<file path="src/rtl/vga_sync_gen.sv">
// VGA horizontal/vertical timing generator. Phase FSMs with down-counters
// produce sync/de; free-running hcnt/vcnt give coordinates; strobes trail by a clk.
module vga_sync_gen #(
   parameter int H_ACTIVE = 640,
   parameter int H_FRONT  = 16,
   parameter int H_SYNC   = 96,
   parameter int H_BACK   = 48,
   parameter int V_ACTIVE = 480,
   parameter int V_FRONT  = 10,
   parameter int V_SYNC   = 2,
   parameter int V_BACK   = 33,
   parameter int CW       = 10
) (
   input  logic          clk,
   input  logic          i_rst_n,
   input  logic          i_px_en,
   output logic          o_hsync,
   output logic          o_vsync,
   output logic          o_de,
   output logic [CW-1:0] o_x,
   output logic [CW-1:0] o_y,
   output logic          o_line_end,
   output logic          o_frame_start
);

   localparam int H_TOTAL = H_ACTIVE + H_FRONT + H_SYNC + H_BACK;
   localparam int V_TOTAL = V_ACTIVE + V_FRONT + V_SYNC + V_BACK;

   typedef enum logic [1:0] {ACT, FP, SYNC, BP} phase_t;

   phase_t        h_st, v_st;
   logic [CW-1:0] h_ph, v_ph;
   logic [CW-1:0] hcnt, vcnt;
   logic          line_adv, frame_adv;
   logic          le_pend, fs_pend;

   function automatic phase_t nxt(input phase_t s);
      case (s)
         ACT:     return FP;
         FP:      return SYNC;
         SYNC:    return BP;
         default: return ACT;
      endcase
   endfunction

   function automatic logic [CW-1:0] h_len(input phase_t s);
      case (s)
         ACT:     return CW'(H_ACTIVE - 1);
         FP:      return CW'(H_FRONT - 1);
         SYNC:    return CW'(H_SYNC - 1);
         default: return CW'(H_BACK - 1);
      endcase
   endfunction

   function automatic logic [CW-1:0] v_len(input phase_t s);
      case (s)
         ACT:     return CW'(V_ACTIVE - 1);
         FP:      return CW'(V_FRONT - 1);
         SYNC:    return CW'(V_SYNC - 1);
         default: return CW'(V_BACK - 1);
      endcase
   endfunction

   assign line_adv  = i_px_en && (hcnt == CW'(H_TOTAL - 1));
   assign frame_adv = line_adv && (vcnt == CW'(V_TOTAL - 1));

   // Horizontal phase FSM and pixel counter
   always_ff @(posedge clk or negedge i_rst_n) begin
      if (!i_rst_n) begin
         h_st <= ACT;
         h_ph <= CW'(H_ACTIVE - 1);
         hcnt <= '0;
      end else if (i_px_en) begin
         hcnt <= line_adv ? '0 : hcnt + CW'(1);
         if (h_ph == '0) begin
            h_st <= nxt(h_st);
            h_ph <= h_len(nxt(h_st));
         end else begin
            h_ph <= h_ph - CW'(1);
         end
      end
   end

   // Vertical phase FSM and line counter, stepped once per line
   always_ff @(posedge clk or negedge i_rst_n) begin
      if (!i_rst_n) begin
         v_st <= ACT;
         v_ph <= CW'(V_ACTIVE - 1);
         vcnt <= '0;
      end else if (line_adv) begin
         vcnt <= frame_adv ? '0 : vcnt + CW'(1);
         if (v_ph == '0) begin
            v_st <= nxt(v_st);
            v_ph <= v_len(nxt(v_st));
         end else begin
            v_ph <= v_ph - CW'(1);
         end
      end
   end

   // Strobes land one clk after the wrap edge, so they trail the coordinates.
   always_ff @(posedge clk or negedge i_rst_n) begin
      if (!i_rst_n) begin
         le_pend       <= 1'b0;
         fs_pend       <= 1'b0;
         o_line_end    <= 1'b0;
         o_frame_start <= 1'b0;
      end else begin
         le_pend       <= line_adv;
         fs_pend       <= frame_adv;
         o_line_end    <= le_pend;
         o_frame_start <= fs_pend;
      end
   end

   assign o_hsync = (h_st != SYNC);
   assign o_vsync = (v_st != SYNC);
   assign o_de    = (h_st == ACT) && (v_st == ACT);
   assign o_x     = hcnt;
   assign o_y     = vcnt;

endmodule

</file>
<file path="config.mk">
export PLATFORM = sky130hd
export DESIGN_NAME = vga_sync_gen
export DESIGN_NICKNAME = d
export VERILOG_FILES = /design/src/rtl/vga_sync_gen.sv
export SDC_FILE = /design/constraint.sdc
export NUM_CORES = 1
export LEC_CHECK = 0
export BUFFER_PORTS_ARGS = -buffer_cell sky130_fd_sc_hd__clkbuf_2
export CORE_ASPECT_RATIO = 1.5
export CORE_UTILIZATION = 40
export CTS_CLUSTER_SIZE = 10
export DETAILED_ROUTE_END_ITERATION = 12
export PLACE_DENSITY = 0.59
export SLEW_MARGIN = 40
export SYNTH_ARGS = -nofsm -noshare
export SYNTH_HDL_FRONTEND = slang
export SYNTH_SLANG_ARGS = --single-unit
export TNS_END_PERCENT = 30
</file>
<file path="constraint.sdc">
create_clock -name clk -period 2.4 [get_ports clk]
set_input_delay 0.24 -clock clk [delete_from_list [all_inputs] [get_ports clk]]
set_output_delay 0.24 -clock clk [all_outputs]
set_load 0.01 [all_outputs]
</file>
### Yosys cells after proc, flatten, opt, wreduce, memory -nomap -nowiden

Cells that the tools add are included.

| cells by class | value |
|---|---|
| divide/modulo/power cells | 0 |
| shifts and indexed selects | 0 |
| multipliers | 0 |
| equality and inequality tests | 12 |
| magnitude comparators | 0 |
| bitwise gates (word level) | 0 |
| $add $sub $neg | 4 |
| reduce and logical (&&, ||, !) cells | 11 |
| mux-type cells | 12 |

Operators with widths:

| kind | count |
|---|---|
| 10-bit two-way mux | 4 |
| 10-bit case mux with 3 select lines | 1 |
| 9-bit case mux with 3 select lines | 1 |
| 10-bit by 1-bit adder with 10-bit output, second input constant | 2 |
| 10-bit == test, second input constant | 2 |
| 10-bit zero test | 2 |
| 10-bit by 1-bit subtractor with 10-bit output, second input constant | 2 |
| 2-bit case mux with 3 select lines | 2 |
| 2-bit by 1-bit == test with 1-bit output, second input constant | 4 |
| 2-bit == test, second input constant | 4 |
| 2-bit zero test | 4 |
| 2-bit two-way mux | 4 |
| 2-bit != test, second input constant | 2 |
| 2-bit AND reduction | 2 |
| 1-bit logical AND | 3 |

| word-level totals | value |
|---|---|
| register bits after elaboration | 48 |
| memories | 0 |
| memory bits (read-only) | 0 |
| latch bits | 0 |
| RAM bits | 0 |

### Longest topological paths before layout

| depth | value |
|---|---|
| depth in word-level cells | 7 |
| gate-level depth with buffers | 7 |
| gate-level depth less buffers | 6 |

### Worst setup path after synthesis

Ideal clock, no wire load.

| timing | value |
|---|---|
| kind | register -> register |
| from | register v_ph[0] |
| to | register v_st[1] |
| required time | 2.275 ns |
| slack | 0.472 ns |
| clock period less this slack | 1.928 ns |
| stages on the path, launching flop included | 7 |
| buffers on the path | 0 |
| data arrival time | 1.803 ns |
| library setup time | 0.125 ns |
| path through | dfstp_2 > inv_1 > ha_1 > or4b_4 > nor3_4 > nand2_4 > mux2_4 |

| between the ends | value |
|---|---|
| word-level cells in the longest chain between the ends | 2 |

RTL lines:

| element | RTL line | source |
|---|---|---|
| start, declared | 32 | `logic [CW-1:0] h_ph, v_ph;` |
| start signal, assigned | 88 | `v_ph <= CW'(V_ACTIVE - 1);` |
| start signal, assigned | 94 | `v_ph <= v_len(nxt(v_st));` |
| start signal, assigned | 96 | `v_ph <= v_ph - CW'(1);` |
| 10-bit zero test | 92 | `if (v_ph == '0) begin` |
| 2-bit AND reduction (no line) | -- |  |
| end signal, assigned | 93 | `v_st <= nxt(v_st);` |
| end, declared | 31 | `phase_t h_st, v_st;` |

No other way between the ends.
A chain may end at the register's enable or synchronous reset.

### Worst setup path in the final report

Ends and elaborated chain as after synthesis.

==> metrics.md <==
| Metric | Value |
|---|---|
| RSZ-0062 raised after global routing | no |
| Slew Viols, Final | 0 |
| CP max FO | 9 |
| Clock Path Buffers | 2 |
| WP data required | between 2000 and 3000 ps |
| All-layer global routing usage | 0.169 |
| Outcome | finished clean |
| Peak ir drop on the vdd network | 0.283 mV |
| Total core area | 0.00617 mm2 |
| Postcts setup bufs | 0 |
| Placer Congestion | 0.774 |
| DRT iter0 DRCs | 85 |
| Rel. slew slack | 0.591 |
| Final nets | 300 |
| Vias in the first global route | 1841 |
| Final HPWL DP | 3.69 mm |
| Clock power frac | 0.276 |
| Initial antenna violation count | 0 |
| Post-synth top cells | dfrtp_1 (32), nor2_1 (22), dfstp_2 (16), inv_1 (16), nand3_1 (15) |
| Initial Util | 0.417 |
| Register share of total power | 0.515 |
| Resized Gates After CTS | 0 |
| Final Hold Viols | 0 |
| WS Path Type | reg2reg |
| Reg clk slew, reported paths | 90 ps |
| Multi-input logic area | between 0.001 and 0.0015 mm2 |
| Worst reg2reg path depth | 6 |
| Netlist cell types | 48 |
| Placed cell area | roughly 0.0028 mm2 |
| Cell taking the most area after synthesis | dfrtp_1 |
| Port Buffer Count | 27 |
| Post-synth top area share | 0.311 |
| # clock sinks | 48 |
| Top-count cell post-synth | dfrtp_1 |
| Reg-to-reg slack, setup | 320 ps |
| DR vias | 1951 |
| Least-Margin Pin Slew | 614 ps |
| # rows | 35 |
| Leakage | 1.36 nW |
| Top post-synthesis cells by area | dfrtp_1 (31%), dfstp_2 (16%), ha_1 (6.3%) |
| Share of layout cells above drive strength 1 | 0.246 |
| Post-synth ARST share | 1.00 |
| PD cells | 775 mW/mm2 |
| Register area share after synthesis | 0.474 |
| Post-synthesis cell area | ~0.0026 mm2 |
| Top Ports | 28 |
| Global-route wire length before repair | 8.58 mm |
| Yosys warns | 0 |
| Min-Delay Path Class | in2async |
| Combinational power share | 0.209 |
| Switching share of power | 0.315 |
| R2r startpoint | v_ph[0]$_DFFE_PN1N_ |
| Clk Tree Root Cell | clkbuf_8 |
| Number of remaining DRC errors | 0 |
| Pre-Repair DR Iteration Count | 4 |
| Routed WL | 5.19 mm |
| Final Worst Setup Slack | 322 ps |
| Ys flop type | dfrtp_1 |
| Synth Area per Inst | 10.2 um2 |
| Worst-skew pair later-pin latency | 310 ps |
| Final setup fails | 0 |
| Pre-CTS setup slack | 340 ps |
| CP arrival | 2270 ps |
| Setup TNS | 0 ps |
| N_diodes | 0 |
| Number of max-cap violations | 0 |
| Die area | 0.00677 mm2 |
| Clk_skew | roughly 9.7 ps |
| Synth Instances | 253 |
| Power Internal | between 1.5 and 2 mW |
| Register area | 0.00122 mm2 |
| Vias per cell | 5.43 |
| H-tree levels | 2 |
| Reg2reg end | v_st[1]$_DFFE_PN0P_ |
| CP endpoint kind | flop |
| ANT nets after route | 0 |
| FF+latch count, synth | between 40 and 50 |
| Fill cells | approximately 580 |
| Die Wd | 67.5 um |
| Design area | ~0.0029 mm2 |
| Fmax achieved | 0.481 GHz |
| Area grow syn2layout | 13.5% |
| Pwr Total | around 2.3 mW |
| Die H | 100 um |
| # hold bufs at CTS | 0 |
| Post-synth EDFFs | 0 |
| Wire length per cell | roughly 14 um |
| CTS Buf Count | 5 |
| Crit path time final | 2080 ps |
| Worst setup SP type | flop |
| Largest net degree at the start of global routing | roughly 50 |
| Fin util | 0.473 |
| Total gr overflow | 0 |
| Net Switching | 714 uW |
| CTS tree | yes |
| Post-Syn Nets | approximately 270 |
| Final Cycle Share | 0.866 |
layout make-up:
class | instances | share of cell area
timing repair buffer | 30 | 0.0540
multi-input combinational | 183 | 0.434
tap | 74 | 0.0317
sequential | 48 | 0.418
clock inverter | 2 | 0.0133
clock buffer | 6 | 0.0283
inverter | 16 | 0.0206
worst max-delay path, stage by stage, from the launching register on:
cell	delay, ps
dfstp_2	410
inv_1	60
ha_1	170
or4b_4	500
nor3_4	430
nand2_4	100
mux2_4	300
power groups by stage:
stage               Clock, mW  Combinational (mW)  Sequential [mW]
finish                  0.626               0.472             1.17
global route            0.681               0.541             1.19
CTS                     0.650               0.482             1.17
detailed placement          0               0.481             1.19
global placement            0               0.471             1.18
floorplan                   0               0.324             1.16
state kept, by name (all words and copies together), names as in the netlist:
register and count:
v_ph 10, h_ph 10, le_pend 1, o_line_end 1
o_x 10, o_y 10, o_frame_start 1, v_st 2
h_st 2, fs_pend 1
metal layers:
metal	share of wire	global-route usage
met2	0.53	0.299
met3	0.022	0.0318
met5	0	0
met1	0.44	0.190
met4	0.017	0.0753
placed cells by master (no fill, tap or decap), types with 3 or more instances in the layout:
cell type / n
mux2_2: 5
clkbuf_8: 6
and2_1: 4
nand2_1: 13
or3_1: 5
o31ai_1: 4
ha_1: 13
buf_4: 3
nand3_1: 15
and3_1: 5
nor3_1: 9
dfrtp_1: 32
xnor2_1: 12
nor2b_1: 3
o21ai_0: 10
a21oi_1: 11
nor2_1: 22
nor4_1: 4
xor2_1: 3
a31oi_1: 3
mux2i_1: 4
clkbuf_2: 27
nand4_1: 7
dfstp_2: 16
inv_1: 16
cell families after synthesis:
logic type	synth area share
compound gates	0.0943
xor+xnor	0.0510
buf+inv	0.0331
mux	0.0433
fa+ha+maj	0.0632
simple gates	0.241
flops	0.474
how the worst max path moves through the flow:
stage	slack [ps]	endpoint	start
after floorplan	470	v_st[1]$_DFFE_PN0P_	v_ph[0]$_DFFE_PN1N_
after global placement	380	v_st[1]$_DFFE_PN0P_	v_ph[0]$_DFFE_PN1N_
after detailed placement	340	v_st[1]$_DFFE_PN0P_	v_ph[0]$_DFFE_PN1N_
after CTS	330	v_st[1]$_DFFE_PN0P_	v_ph[0]$_DFFE_PN1N_
after global routing	180	v_st[1]$_DFFE_PN0P_	v_ph[0]$_DFFE_PN1N_
final	320	v_st[1]$_DFFE_PN0P_	v_ph[0]$_DFFE_PN1N_
through the flow:
step / std cells / hold WS [ps]
CTS: 359 / 49.0
detailed placement: 351 / 343
global placement: 351 / 334
global route: 359 / 73.9
floorplan: 253 / -55.6
finish: 359 / 16.9
Note: power is estimated with default switching activity, not from simulation.
